$ cat config.mk
export PLATFORM = sky130hd
export DESIGN_NAME = keypad_emulator_flat
export DESIGN_NICKNAME = d
export VERILOG_FILES = /design/src/rtl/keypad_emulator_if.sv /design/src/rtl/keypad_emulator.sv /design/src/flat_wrapper.sv
export SDC_FILE = /design/constraint.sdc
export NUM_CORES = 1
export LEC_CHECK = 0
export ABC_AREA = 1
export CAP_MARGIN = 20
export CORE_MARGIN = 2
export CORE_UTILIZATION = 52
export DETAILED_ROUTE_END_ITERATION = 8
export PLACE_DENSITY = 0.84
export SLEW_MARGIN = 10
export SYNTH_ARGS = -nofsm -noshare
export SYNTH_HDL_FRONTEND = slang
export SYNTH_SLANG_ARGS = --single-unit
$ cat constraint.sdc
create_clock -name clk -period 1.9 [get_ports clk]
set_clock_uncertainty 0.05 [all_clocks]
set_input_delay 0.19 -clock clk [delete_from_list [all_inputs] [get_ports clk]]
set_output_delay 0.19 -clock clk [all_outputs]
set_load 0.02 [all_outputs]
$ cat src/rtl/keypad_emulator_if.sv
// Press-request handshake between a key source and the keypad emulator.
// The master offers key_code/key_valid; the emulator answers with key_ready.
interface keypad_emulator_if;
    logic [3:0] key_code;
    logic       key_valid;
    logic       key_ready;

    modport master (output key_code, key_valid, input key_ready);
    modport slave  (input key_code, key_valid, output key_ready);
endinterface

$ cat src/rtl/keypad_emulator.sv
// 4x4 matrix keypad model: answers column strobes with row sense lines for one latched key.
// Contact-bounce emulation is compiled in only when KEYPAD_EMULATOR_BOUNCE_EN is defined.
module keypad_emulator #(
    parameter int HOLD_SCANS    = 4,
    parameter int GAP_CYCLES    = 8,
    parameter int BOUNCE_CYCLES = 3
) (
    input  logic             clk,
    input  logic             reset,
    keypad_emulator_if.slave kif,
    input  logic [3:0]       col,
    output logic [3:0]       fila,
    output logic             busy
);
    localparam int EW = (HOLD_SCANS > 1) ? $clog2(HOLD_SCANS + 1) : 1;
    localparam int GW = (GAP_CYCLES > 1) ? $clog2(GAP_CYCLES + 1) : 1;
    localparam logic [EW-1:0] EDGE_LAST = EW'(HOLD_SCANS - 1);
    localparam logic [GW-1:0] GAP_LAST  = GW'(GAP_CYCLES - 1);

`ifdef KEYPAD_EMULATOR_BOUNCE_EN
    localparam int BW = (BOUNCE_CYCLES > 1) ? $clog2(BOUNCE_CYCLES + 1) : 1;
    localparam logic [BW-1:0] BNC_LAST = BW'(BOUNCE_CYCLES - 1);

    typedef enum logic [1:0] {
        S_IDLE   = 2'd0,
        S_BOUNCE = 2'd1,
        S_PRESS  = 2'd2,
        S_GAP    = 2'd3
    } state_t;

    logic [BW-1:0] bnc_cnt_q, bnc_cnt_d;
`else
    typedef enum logic [1:0] {
        S_IDLE  = 2'd0,
        S_PRESS = 2'd2,
        S_GAP   = 2'd3
    } state_t;
`endif

    state_t        state_q, state_d;
    logic [3:0]    key_q, key_d;
    logic [EW-1:0] edge_cnt_q, edge_cnt_d;
    logic [GW-1:0] gap_cnt_q, gap_cnt_d;
    logic          col_prev_q, col_prev_d;
    logic [3:0]    fila_d;
    logic          col_cur;
    logic          rise;
    logic          pressed;

    // Only the strobe of the latched key's column matters.
    assign col_cur = col[key_q[1:0]];
    assign rise    = col_cur & ~col_prev_q;

    assign kif.key_ready = (state_q == S_IDLE);
    assign busy          = (state_q != S_IDLE);

    always_ff @(posedge clk or negedge reset) begin
        if (!reset) begin
            state_q    <= S_IDLE;
            key_q      <= '0;
            edge_cnt_q <= '0;
            gap_cnt_q  <= '0;
            col_prev_q <= 1'b0;
            fila       <= '0;
`ifdef KEYPAD_EMULATOR_BOUNCE_EN
            bnc_cnt_q  <= '0;
`endif
        end else begin
            state_q    <= state_d;
            key_q      <= key_d;
            edge_cnt_q <= edge_cnt_d;
            gap_cnt_q  <= gap_cnt_d;
            col_prev_q <= col_prev_d;
            fila       <= fila_d;
`ifdef KEYPAD_EMULATOR_BOUNCE_EN
            bnc_cnt_q  <= bnc_cnt_d;
`endif
        end
    end

    always_comb begin
        state_d    = state_q;
        key_d      = key_q;
        edge_cnt_d = edge_cnt_q;
        gap_cnt_d  = gap_cnt_q;
        col_prev_d = col_cur;
        pressed    = 1'b0;
`ifdef KEYPAD_EMULATOR_BOUNCE_EN
        bnc_cnt_d  = bnc_cnt_q;
`endif

        case (state_q)
            S_IDLE: begin
                if (kif.key_valid) begin
                    key_d      = kif.key_code;
                    edge_cnt_d = '0;
                    gap_cnt_d  = '0;
                    // Priming prev high means a strobe already up on entry is not an edge.
                    col_prev_d = 1'b1;
`ifdef KEYPAD_EMULATOR_BOUNCE_EN
                    bnc_cnt_d  = '0;
                    state_d    = S_BOUNCE;
`else
                    state_d    = S_PRESS;
`endif
                end
            end
`ifdef KEYPAD_EMULATOR_BOUNCE_EN
            S_BOUNCE: begin
                // Contact chatters pressed/released, starting pressed.
                pressed = ~bnc_cnt_q[0];
                if (bnc_cnt_q == BNC_LAST) begin
                    bnc_cnt_d  = '0;
                    edge_cnt_d = '0;
                    col_prev_d = 1'b1;
                    state_d    = S_PRESS;
                end else begin
                    bnc_cnt_d = bnc_cnt_q + 1'b1;
                end
            end
`endif
            S_PRESS: begin
                pressed = 1'b1;
                if (rise) begin
                    if (edge_cnt_q == EDGE_LAST) begin
                        edge_cnt_d = '0;
                        gap_cnt_d  = '0;
                        state_d    = S_GAP;
                    end else begin
                        edge_cnt_d = edge_cnt_q + 1'b1;
                    end
                end
            end
            S_GAP: begin
                if (gap_cnt_q == GAP_LAST) begin
                    gap_cnt_d  = '0;
                    edge_cnt_d = '0;
                    state_d    = S_IDLE;
                end else begin
                    gap_cnt_d = gap_cnt_q + 1'b1;
                end
            end
            default: begin
                state_d = S_IDLE;
            end
        endcase

        fila_d = (pressed && col_cur) ? (4'b0001 << key_q[3:2]) : 4'b0000;
    end
endmodule

$ cat src/flat_wrapper.sv
// flat-port wrapper written by rule: the top's interface ports become plain ports
module keypad_emulator_flat 
#(
    parameter int HOLD_SCANS    = 4,
    parameter int GAP_CYCLES    = 8,
    parameter int BOUNCE_CYCLES = 3
)
  (clk, reset, col, fila, busy, kif_key_code, kif_key_valid, kif_key_ready);
  keypad_emulator_if kif_i ();
  input  logic clk;
  input  logic reset;
  input  logic [3:0] col;
  output logic [3:0] fila;
  output logic busy;
  input wire logic [$bits(kif_i.key_code)-1:0] kif_key_code;
  input wire logic [$bits(kif_i.key_valid)-1:0] kif_key_valid;
  output wire logic [$bits(kif_i.key_ready)-1:0] kif_key_ready;
  assign kif_i.key_code = kif_key_code;
  assign kif_i.key_valid = kif_key_valid;
  assign kif_key_ready = kif_i.key_ready;
  keypad_emulator #(.HOLD_SCANS(HOLD_SCANS), .GAP_CYCLES(GAP_CYCLES), .BOUNCE_CYCLES(BOUNCE_CYCLES)) u_core (.clk(clk), .reset(reset), .kif(kif_i), .col(col), .fila(fila), .busy(busy));
endmodule
# After elaboration in Yosys (flattened, before gate mapping)
# Cells that the tools add are included.
# totals
wordCells,49
input_bits,11
regBits,18
out_inout_bits,6
# op_classes
n_shift,1
reduce_logical,8
n_mux,21
order_cmp,1
add_sub_neg,2
bitwise_logic,2
eq_ne,8
# ops
operator,count
$mux 4,5
$mux 3,4
$pmux 4 s3,1
$reduce_and 4->1,3
$pmux 3 s3,1
$mux 2,4
$ne 2x1->1 const B,3
$pmux 2 s3,1
$add 4x1->4 const B,1
$eq 2x2->1 const B,2
$eq 4x3->1 const B,1
$mux 1,4
$shl 1x2->4 const A,1
$add 3x1->3 const B,1
$eq 3x2->1 const B,1
$lt 2x3->1 const B,1
$reduce_bool 3->1,1
$bmux 1 s2,1
$logic_not 2->1,1
$ne 2x2->1 const B,1
$reduce_and 2->1,1
$reduce_bool 2->1,1
$and 1x1->1,1
$logic_and 1x1->1,1
$not 1->1,1

# Depth between registers and ports, before layout
# logic_depth
depth_word,5
ltp_mapped,8
mapped_depth_nobuf,8

# Worst setup path before layout
# No wires, ideal clock.
# synth_path
path_kind,reg2reg
startpoint,register u_core.state_q[0]
endpoint,register u_core.state_q[0]
path_slack_ps,616
required_time_ps,1729
stages_incl_launch_ff,6
t_arrival_ps,1114
cell_sequence,dfrtp_1 > nor2_2 > inv_2 > o21a_1 > nand4_1 > nand2_1
# synth_between
elab_chain_cells,3
word_cells_on_any_way,9
cone_classes,eq/ne: 6; mux: 1; reduce/logical: 2
# synth_lines
item,line_no,text
"start, declared",keypad_emulator.sv:40,"state_t state_q, state_d;"
"start signal, assigned",keypad_emulator.sv:69,state_q <= state_d;
$logic_not 2->1 *,--,
via kif_key_ready,flat_wrapper.sv:17,output wire logic [$bits(kif_i.key_ready)-1:0] kif_key_ready;
$ne 2x2->1 (no source line),--,
$reduce_and 4->1 (no source line),--,
# The timed path passes the listed nets; every way through them passes the cells marked *.
# A chain may end at the register's enable or synchronous reset.

# Final worst setup path
# layout_path
startpoint,register u_core.state_q[0]
endpoint,output port kif_key_ready
# layout_between
elab_chain_cells,1
# layout_lines
item,line_no,text
$logic_not 2->1,keypad_emulator.sv:54,assign kif.key_ready = (state_q == S_IDLE);
"end, declared",flat_wrapper.sv:17,
# Every way passes these cells.

==> flow_summary.yaml <==
outcome:
  status: "finished, final reports clean"
routing:
  route.detailed.drc: 0
  drt-total-wl_um: 1690
  viasPerCell: 5.17
  wire_per_inst_um: 12.3
  dr.pass1.iters: 4
  num_vias: 708
  ant_nets: 0
  drtIter0Drc: 22
die:
  io_pins: 17
  dieArea_um2: 1940
  core_um2: 1510
  row_count: 14
  start_util_pct: 55.3
  die_w_um: 44.0
  fp.dieH_um: 44.0
pwr:
  clockPowerShare_pct: 14.8
  comb_power_share_pct: 45.4
  vdd_drop_max_mv: 0.695
  p_switching_w: 0.000681
  seqPwrFrac_pct: 39.8
  power_leakage_nw: 0.541
  intPower_w: 0.000931
  p_total_w: 0.00161
  p_per_area_nw_per_um2: 1520
  sw_frac_of_total_pct: 42.2
clock_network:
  clkSlewWorstSetupHoldPaths_ns: 0.10
  cts_setup_buffers: 0
  cts_resized: 0
  cts_tree: "done"
  cts_buffers: 3
  clock-root-buffer: "clkbuf_4"
  worstSkewPairLatency_ns: 0.30
  cts_buffer_depth: 2
  cts_sinks: 18
  cts_hold_buf: 0
  htreeDepth: 1
sta:
  fmax_mhz: 545
  worstMarginPinSlew_ns: 0.299
  fin_crit_sh_pct: 96.6
  rsz0062_at_grt: "no"
  slew_violations: 0
  finalSetupViolCount: 0
  period_minus_slack_ns: 1.83
  slew_headroom_pct: 79.9
  hold_slack_ns: 0.163
  final.setup.tns_ns: 0
  report.final.hold_viol_count: 0
finish:
  layout-drive-gt1-share_pct: 8.26
  final_cell_area_um2: 1060
  fin_nets: 135
  post-route-util_pct: 70.2
  syn2layout_area_growth_pct: 26.9
  n_antenna_cell: 0
place:
  dp_hpwl_um: 1280
  portBuffers: 16
  dpl_cell_area_um2: 1020
  gp_congestion: 0.787
synthesis:
  ys_ff_latch: 18
  synth.distinct_cells: 19
  seq_area_frac_synth_pct: 54.1
  yosysWarnings: 0
  synth_cells: 100
  syn_nets: 113
  syn_area_per_cell_um2: 8.33
  mappedNetlistArea_um2: 833
critical_path:
  path_buf_inv: 1
  crit_arrival_ns: 1.59
  cp_max_fo: 5
  critPathKind: "reg -> out"
  endpoint_kind: "output pin"
  slowest_stage: "clkdlybuf4s50_1"
  crit_path_max_incr_delay_ns: 0.64
  start_kind: "flop"
  crit_required_ns: 1.66
  regToRegSetupSlack_ns: 0.53
  cp_cell_sequence: "nor2_2, clkdlybuf4s50_1"
  crit_family: "buffers and inverters"
grt:
  overflow: 0
  grt_max_degree: 19
  grt_pass1_vias: 722
  grt_util_all_layers_pct: 21.6
  antenna_found_initial: 0
  grt_first_pass_wirelength_um: 2970
run:
  max_cap_viol_count: 0
min_path:
  hp-class: "in -> async"
## area by class of cell
cell class / count / area, µm²
multi-input cells: 69 / 334
well taps: 16 / 20.0
repair buffers: 17 / 168
clock buffers: 4 / 36.3
inverters: 13 / 48.8
flip-flops and latches: 18 / 450
fillers: 126 / 449
## power groups by stage
stage	clock [W]	sequential [W]	combinational [W]
5_1_grt	0.000256	0.000658	0.000838
6_report	0.000239	0.000641	0.000731
3_3_place_gp	0	0.000640	0.000690
3_5_place_dp	0	0.000648	0.000728
4_1_cts	0.000241	0.000642	0.000734
2_1_floorplan	0	0.000655	0.000485
## synthesized netlist by cell type
master	count	area share, %
a21oi_1	5	3.0
a32oi_1	1	1.1
and2_1	1	0.75
dfrtp_1	18	54
ha_1	2	3.0
inv_1	11	5.0
inv_2	2	0.90
nand2_1	29	13
nand2_2	1	0.75
nand3_1	7	4.2
nand4_1	4	3.0
nor2_1	8	3.6
nor2_2	2	1.5
nor3_1	4	2.4
nor3b_1	1	0.90
o21a_1	1	0.90
o21ai_0	1	0.60
o21ai_1	1	0.60
or2_0	1	0.75
## metal layers
layer / track usage (%) / vias up / part of all wire [%]
li1: - / 364 / -
met1: 26.4 / 314 / 43
met2: 36.2 / 25 / 49
met3: 4.90 / 5 / 5.4
met4: 10.3 / 0 / 2.1
met5: 0 / - / 0
## layout by cell type (no fill, tap or decap), drive strengths merged
cell,n
o21a,1
or2,1
and2,1
nor3,4
buf,1
a21oi,5
nand2,30
clkbuf,4
nand3,7
nand4,4
dfrtp,18
inv,13
clkdlybuf4s50,16
nor2,10
a32oi,1
o21ai,2
ha,2
nor3b,1
## registers in the layout (all words and copies together) (netlist names)
name / count
u_core.fila: 4
u_core.gap_cnt_q: 4
u_core.key_q: 4
u_core.edge_cnt_q: 3
u_core.state_q: 2
u_core.col_prev_q: 1
## cells by family after synthesis
family	share of synthesized area (%)
fa+ha+maj	3.00
buf+inv	5.86
flops	54.1
compound gates	6.16
simple gates	30.9
## final timing paths
path	start	to	cells after the start
max	u_core.state_q[0]$_DFFE_PN0P_	kif_key_ready	2
min	reset	u_core.fila[0]$_DFF_PN0_	2
max reg2reg	u_core.key_q[0]$_DFFE_PN0P_	u_core.gap_cnt_q[2]$_DFFE_PN0P_	8
min reg2reg	u_core.key_q[3]$_DFFE_PN0P_	u_core.fila[1]$_DFF_PN0_	1
max in group asynchronous	reset	u_core.gap_cnt_q[3]$_DFFE_PN0P_	2
min in group clk	kif_key_code[2]	u_core.key_q[2]$_DFFE_PN0P_	3
## metrics by stage
step | instances | setup WS, ns
2_1_floorplan | 100 | 0.616
3_3_place_gp | 133 | 0.369
3_5_place_dp | 133 | 0.311
4_1_cts | 137 | 0.0691
5_1_grt | 137 | 0.00369
6_report | 137 | 0.0653
No activity file was read; power rests on OpenSTA's default activity.
